**src/rtl/sema_arbiter_pkg.sv**
```systemverilog
// Shared constants for the semaphore arbiter: FSM encoding, default offer timeout, counter width.
package sema_arbiter_pkg;

  localparam int CNT_W       = 8;
  localparam int DEF_TIMEOUT = 15;

  typedef logic [1:0] sema_state_t;

  localparam sema_state_t SEMA_EMPTY = 2'd0;
  localparam sema_state_t OFFER_WR   = 2'd1;
  localparam sema_state_t SEMA_FULL  = 2'd2;
  localparam sema_state_t OFFER_RD   = 2'd3;

endpackage

```
**src/rtl/sema_arbiter_if.sv**
```systemverilog
// CPU-port bundle for the semaphore arbiter; master drives requests/strobes, slave returns offers.
interface sema_arbiter_if
  import sema_arbiter_pkg::*;
#(
  parameter int NUM_REQ = 2
);

  logic [NUM_REQ-1:0] prod_req;
  logic [NUM_REQ-1:0] cons_req;
  logic [NUM_REQ-1:0] sema_write;
  logic [NUM_REQ-1:0] sema_data_in;
  logic [NUM_REQ-1:0] sema_ready;
  logic [NUM_REQ-1:0] sema_is_empty;
  logic [NUM_REQ-1:0] sema_valid;
  logic               sema_data_out;
  logic [CNT_W-1:0]   xfer_count;
  logic               timeout_pulse;

  modport master (
    output prod_req, cons_req, sema_write, sema_data_in, sema_ready,
    input  sema_is_empty, sema_valid, sema_data_out, xfer_count, timeout_pulse
  );

  modport slave (
    input  prod_req, cons_req, sema_write, sema_data_in, sema_ready,
    output sema_is_empty, sema_valid, sema_data_out, xfer_count, timeout_pulse
  );

endinterface

```
**src/rtl/sema_arbiter_rr_picker.sv**
```systemverilog
// Combinational round-robin selector: first request at or after i_ptr, wrapping.
// Zero latency; no backpressure (pure function of inputs).
module rr_picker #(
  parameter int N     = 2,
  parameter int PTR_W = 1
) (
  input  logic [N-1:0]     i_req,
  input  logic [PTR_W-1:0] i_ptr,
  output logic [N-1:0]     o_gnt,
  output logic [PTR_W-1:0] o_idx,
  output logic             o_any
);

  function automatic logic [PTR_W-1:0] f_wrap(input logic [PTR_W-1:0] base, input int off);
    int s;
    s = int'(base) + off;
    if (s >= N) s = s - N;
    return PTR_W'(s);
  endfunction

  logic [PTR_W-1:0] w_j;

  always_comb begin
    o_gnt = '0;
    o_idx = '0;
    o_any = 1'b0;
    w_j   = '0;
    for (int k = 0; k < N; k++) begin
      w_j = f_wrap(i_ptr, k);
      if (!o_any && i_req[w_j]) begin
        o_any = 1'b1;
        o_idx = w_j;
      end
    end
    o_gnt[o_idx] = o_any;
  end

endmodule

```
**src/rtl/sema_arbiter.sv**
```systemverilog
// One-bit semaphore shared by NUM_REQ ports: round-robin write offer, then round-robin read offer.
// Grant and transfer each take 1 cycle; an unanswered offer is withdrawn after TIMEOUT cycles.
module sema_arbiter
  import sema_arbiter_pkg::*;
#(
  parameter int NUM_REQ = 2,
  parameter int TIMEOUT = DEF_TIMEOUT
) (
  input  logic            clk,
  input  logic            rst,
  sema_arbiter_if.slave   bus
);

  localparam int               PTR_W   = $clog2(NUM_REQ);
  localparam logic [CNT_W-1:0] TO_LAST = CNT_W'(TIMEOUT - 1);

  function automatic logic [PTR_W-1:0] f_inc(input logic [PTR_W-1:0] idx);
    return (idx == PTR_W'(NUM_REQ - 1)) ? '0 : idx + 1'b1;
  endfunction

  sema_state_t        r_state;
  logic               r_slot;
  logic [PTR_W-1:0]   r_pptr;
  logic [PTR_W-1:0]   r_cptr;
  logic [PTR_W-1:0]   r_gidx;
  logic [CNT_W-1:0]   r_cnt;
  logic [NUM_REQ-1:0] r_is_empty;
  logic [NUM_REQ-1:0] r_valid;
  logic               r_dout;
  logic [CNT_W-1:0]   r_xfer;
  logic               r_to_pulse;

  logic [NUM_REQ-1:0] w_pgnt;
  logic [PTR_W-1:0]   w_pidx;
  logic               w_pany;
  logic [NUM_REQ-1:0] w_cgnt;
  logic [PTR_W-1:0]   w_cidx;
  logic               w_cany;
  logic               w_timeout;

  rr_picker #(.N(NUM_REQ), .PTR_W(PTR_W)) u_prod_pick (
    .i_req (bus.prod_req),
    .i_ptr (r_pptr),
    .o_gnt (w_pgnt),
    .o_idx (w_pidx),
    .o_any (w_pany)
  );

  rr_picker #(.N(NUM_REQ), .PTR_W(PTR_W)) u_cons_pick (
    .i_req (bus.cons_req),
    .i_ptr (r_cptr),
    .o_gnt (w_cgnt),
    .o_idx (w_cidx),
    .o_any (w_cany)
  );

  // Strobe wins over timeout in the last offer cycle, so the check sits behind it.
  assign w_timeout = (r_cnt == TO_LAST);

  always_ff @(posedge clk or posedge rst) begin
    if (rst) begin
      r_state    <= SEMA_EMPTY;
      r_slot     <= 1'b0;
      r_pptr     <= '0;
      r_cptr     <= '0;
      r_gidx     <= '0;
      r_cnt      <= '0;
      r_is_empty <= '0;
      r_valid    <= '0;
      r_dout     <= 1'b0;
      r_xfer     <= '0;
      r_to_pulse <= 1'b0;
    end else begin
      r_to_pulse <= 1'b0;
      case (r_state)
        SEMA_EMPTY: begin
          if (w_pany) begin
            r_state    <= OFFER_WR;
            r_gidx     <= w_pidx;
            r_pptr     <= f_inc(w_pidx);
            r_cnt      <= '0;
            r_is_empty <= w_pgnt;
          end
        end
        OFFER_WR: begin
          if (bus.sema_write[r_gidx]) begin
            r_slot     <= bus.sema_data_in[r_gidx];
            r_state    <= SEMA_FULL;
            r_is_empty <= '0;
          end else if (w_timeout) begin
            r_state    <= SEMA_EMPTY;
            r_is_empty <= '0;
            r_to_pulse <= 1'b1;
          end else begin
            r_cnt <= r_cnt + 1'b1;
          end
        end
        SEMA_FULL: begin
          if (w_cany) begin
            r_state <= OFFER_RD;
            r_gidx  <= w_cidx;
            r_cptr  <= f_inc(w_cidx);
            r_cnt   <= '0;
            r_valid <= w_cgnt;
            r_dout  <= r_slot;
          end
        end
        OFFER_RD: begin
          if (bus.sema_ready[r_gidx]) begin
            r_xfer  <= r_xfer + 1'b1;
            r_state <= SEMA_EMPTY;
            r_valid <= '0;
            r_dout  <= 1'b0;
          end else if (w_timeout) begin
            r_state    <= SEMA_FULL;
            r_valid    <= '0;
            r_dout     <= 1'b0;
            r_to_pulse <= 1'b1;
          end else begin
            r_cnt <= r_cnt + 1'b1;
          end
        end
        default: r_state <= SEMA_EMPTY;
      endcase
    end
  end

  assign bus.sema_is_empty = r_is_empty;
  assign bus.sema_valid    = r_valid;
  assign bus.sema_data_out = r_dout;
  assign bus.xfer_count    = r_xfer;
  assign bus.timeout_pulse = r_to_pulse;

endmodule
```
**src/flat_wrapper.sv**
```systemverilog
// flat-port wrapper written by rule: the top's interface ports become plain ports
module sema_arbiter_flat import sema_arbiter_pkg::*;
#(
  parameter int NUM_REQ = 2,
  parameter int TIMEOUT = DEF_TIMEOUT
)
  (clk, rst, bus_prod_req, bus_cons_req, bus_sema_write, bus_sema_data_in, bus_sema_ready, bus_sema_is_empty, bus_sema_valid, bus_sema_data_out, bus_xfer_count, bus_timeout_pulse);
  sema_arbiter_if #(.NUM_REQ(NUM_REQ)) bus_i ();
  input  logic clk;
  input  logic rst;
  input wire logic [$bits(bus_i.prod_req)-1:0] bus_prod_req;
  input wire logic [$bits(bus_i.cons_req)-1:0] bus_cons_req;
  input wire logic [$bits(bus_i.sema_write)-1:0] bus_sema_write;
  input wire logic [$bits(bus_i.sema_data_in)-1:0] bus_sema_data_in;
  input wire logic [$bits(bus_i.sema_ready)-1:0] bus_sema_ready;
  output wire logic [$bits(bus_i.sema_is_empty)-1:0] bus_sema_is_empty;
  output wire logic [$bits(bus_i.sema_valid)-1:0] bus_sema_valid;
  output wire logic [$bits(bus_i.sema_data_out)-1:0] bus_sema_data_out;
  output wire logic [$bits(bus_i.xfer_count)-1:0] bus_xfer_count;
  output wire logic [$bits(bus_i.timeout_pulse)-1:0] bus_timeout_pulse;
  assign bus_i.prod_req = bus_prod_req;
  assign bus_i.cons_req = bus_cons_req;
  assign bus_i.sema_write = bus_sema_write;
  assign bus_i.sema_data_in = bus_sema_data_in;
  assign bus_i.sema_ready = bus_sema_ready;
  assign bus_sema_is_empty = bus_i.sema_is_empty;
  assign bus_sema_valid = bus_i.sema_valid;
  assign bus_sema_data_out = bus_i.sema_data_out;
  assign bus_xfer_count = bus_i.xfer_count;
  assign bus_timeout_pulse = bus_i.timeout_pulse;
  sema_arbiter #(.NUM_REQ(NUM_REQ), .TIMEOUT(TIMEOUT)) u_core (.clk(clk), .rst(rst), .bus(bus_i));
endmodule
```
**config.mk**
```make
export PLATFORM = sky130hd
export DESIGN_NAME = sema_arbiter_flat
export DESIGN_NICKNAME = d
export VERILOG_FILES = /design/src/rtl/sema_arbiter_pkg.sv /design/src/rtl/sema_arbiter_if.sv /design/src/rtl/sema_arbiter_rr_picker.sv /design/src/rtl/sema_arbiter.sv /design/src/flat_wrapper.sv
export SDC_FILE = /design/constraint.sdc
export NUM_CORES = 1
export LEC_CHECK = 0
export CAP_MARGIN = 25
export CORE_ASPECT_RATIO = 1.25
export CORE_MARGIN = 3
export CORE_UTILIZATION = 50
export CTS_BUF_LIST = sky130_fd_sc_hd__clkbuf_16
export DETAILED_ROUTE_END_ITERATION = 8
export GPL_TIMING_DRIVEN = 0
export PLACE_DENSITY = 0.76
export SYNTH_ARGS = -nofsm -noshare
export SYNTH_HDL_FRONTEND = slang
export SYNTH_SLANG_ARGS = --single-unit
```
**constraint.sdc**
```tcl
create_clock -name clk -period 3.2 [get_ports clk]
set_input_delay 0.48 -clock clk [delete_from_list [all_inputs] [get_ports clk]]
set_output_delay 0.48 -clock clk [all_outputs]
set_load 0.05 [all_outputs]
```
==> results.cfg <==
[detailed_routing]
num_vias = 1216
wl_per_cell_um = 15.5
dr.pass1.iters = 4
vias_per_cell = 6.02
drc = 0
routed_wl_um = 3130
drt_iter0_drc = 33
ant_nets = 0

[die]
dieArea_mm2 = 0.00362
die_w_um = 54.4
die_h_um = 66.5
start_util_pct = 53.6
pin_count = 26
core-area_mm2 = 0.00273
row_count = 21

[run]
cap_violations = 0

[final_layout]
diodes = 0
fin_area_mm2 = 0.00186
layout.nets = 185
multiInputGateArea_um2 = 712
fin_util_pct = 68.1
area_growth_pct = 27.0
drive_above_1_share_pct = 9.52
fillers = 224
seq_area_um2 = 701

[logic_synthesis]
synthXorXnorAreaFrac_pct = 4.18
synthAdderAreaFrac_pct = 2.56
yosys_warnings = 0
seq_area_frac_synth_pct = 47.8
ys_types = 47
synth_top_area_cell = dfrtp_1
synthCells = 139
avgSynthCellArea_um2 = 10.5
synth_seq_cells = 28
netlist.area_leader.share_pct = 47.8
muxShareOfSynthArea_pct = 5.47
synth-compound-area-share_pct = 18.4
synthTopCellsByArea = dfrtp_1, nand2_1, ha_1, xor2_1, and3_1
syn_area_mm2 = 0.00147
synthFlopType = dfrtp_1
synth-edff-count = 0
synth-simple-area-share_pct = 18.0
async_flop_share_pct = 100
syn_nets = 154
synth_most_common_cell = dfrtp_1
synth_top_family_by_area = compound AO/OA/AOI/OAI gates
ys_top_cells_by_count = dfrtp_1, nand2_1, inv_1, nand3_1, o21ai_0

[timing]
fin_tns_setup_ns = 0
period_needed_ns = 2.18
fin_skew_ns = 0.00271
max_freq_mhz = 459
finalHoldViolCount = 0
period_share_pct = 68.1
setup_viol_count_final = 0
worst_pin_slew_ns = 0.697
rsz0062_at_grt = false
timing.slew.headroom_pct = 53.1
drv_slew = 0

[placed_design]
gp_congestion = 0.803
hpwl_um = 2290
placed_area_mm2 = 0.00179
io_buffers = 25

[global_route]
first_global_vias = 1175
overflow = 0
antenna_found_initial = 0
grt.total_usage_pct = 19.0
grt_max_degree = 21
grt_pass1_wl_um = 5090

[worst_hold_path]
hp-class = flop to flop
hold_end = u_core.bus.xfer_count[7]
whs_path_depth = 1
worstHoldStart = u_core.bus.xfer_count[7]

[pwr]
pwr_density_cell_mw_per_mm2 = 959
p_leak_uw = 0.000853
power_uw = 1780
vdd_ir_drop_max_mv = 0.502

[worst_setup_path]
crit_slowest_cell = nor4_1
start_kind = flop
reg2reg_depth = 7
cp_max_fo = 7
r2r_start = u_core.r_cnt[0]
critical_path_required_ns = 3.35
path_cells = inv_1 > ha_1 > nand4b_1 > nor4_1 > a211o_2 > inv_2 > mux2_1
crit_arrival_ns = 2.33
r2r_end = u_core.r_cnt[1]
path_class = flop to flop
cp-end-kind = flop
critPathMaxStageDelay_ns = 0.55
r2r_slack_ns = 1.02

[clock_network]
cts-root-buf = clkbuf_16
cts_tree = done
cts_inserted_buffers = 3
path_clk_slew_ns = 0.06
htreeDepth = 1
insertion_delay_ns = 0.26
post_cts.repair.setup_buffers = 0
clkSinkCount = 28
clock_tree.buffer_depth = 2
cts.repair.resized = 0
holdBufCountCts = 0

[status]
run_status = complete, no violations
worst max path at each step:
stage / to / from
finish: u_core.r_cnt[1] / u_core.r_cnt[0]
global route: u_core.r_cnt[1] / u_core.r_cnt[0]
CTS: u_core.r_cnt[1] / u_core.r_cnt[0]
detailed placement: u_core.r_cnt[1] / bus_sema_write[0]
global placement: u_core.r_cnt[1] / bus_sema_write[0]
floorplan: u_core.r_cnt[1] / u_core.r_cnt[0]
cell type report:
type	instances	area share (%)
Buffer	5	1.41
Clock buffer	3	4.03
Inverter	7	1.41
Multi-Input combinational cell	99	38.3
Sequential cell	28	37.7
Tap cell	34	2.29
Timing Repair Buffer	26	14.9
registers in the layout, summed over array words and instances (netlist names):
signal,cells
u_core.bus.xfer_count,8
u_core.r_cnt,8
u_core.bus.sema_is_empty,2
u_core.bus.sema_valid,2
u_core.r_state,2
u_core.bus.sema_data_out,1
u_core.bus.timeout_pulse,1
u_core.r_cptr,1
u_core.r_gidx,1
u_core.r_pptr,1
u_core.r_slot,1
logic make-up (layout without fill, tap and decap cells):
logic type      Yosys count  count (layout)
simple gates             48              48
compound gates           35              35
flops                    28              28
buf+inv                  12              41
xor+xnor                  7               7
mux                       6               6
fa+ha+maj                 3               3
critical path: cells and delay by family (launching register included):
family	cells	cell delay (ns)
buf+inv	2	0.15
compound gates	1	0.33
simple gates	2	0.69
mux	1	0.30
fa+ha+maj	1	0.17
flops	1	0.42
routing by layer:
metal	share of wire (%)	vias up	global-route usage, %	routed length, µm
li1	-	572	-	-
met1	42	616	22.7	1310
met2	52	23	32.8	1640
met3	4.4	5	3.58	137
met4	1.4	0	7.17	44
met5	0	-	0	0
power by group:
part | leakage (µW) | internal (µW) | switching [µW]
registers | 0.000358 | 486 | 123
clock network | 0.0000370 | 166 | 112
logic | 0.000458 | 356 | 542
stage by stage:
step	cells	hold WS [ns]	setup WS (ns)
final	202	0.476	1.02
after detailed placement	199	0.464	0.836
after floorplan	139	0.472	1.44
after CTS	202	0.474	1.04
after global routing	202	0.479	0.869
after global placement	198	0.457	0.865
placed cells by master, fill, tap and decap left out, drive strengths merged, types with 4 or more instances in the layout:
cell	n
a211o	4
a21oi	4
inv	7
nor2	5
nand2	13
and3	5
dfrtp	28
nor4	4
xor2	4
clkdlybuf4s50	25
a21o	4
nand3	6
clkbuf	7
o21ai	6
(Power assumes the default switching activity.)
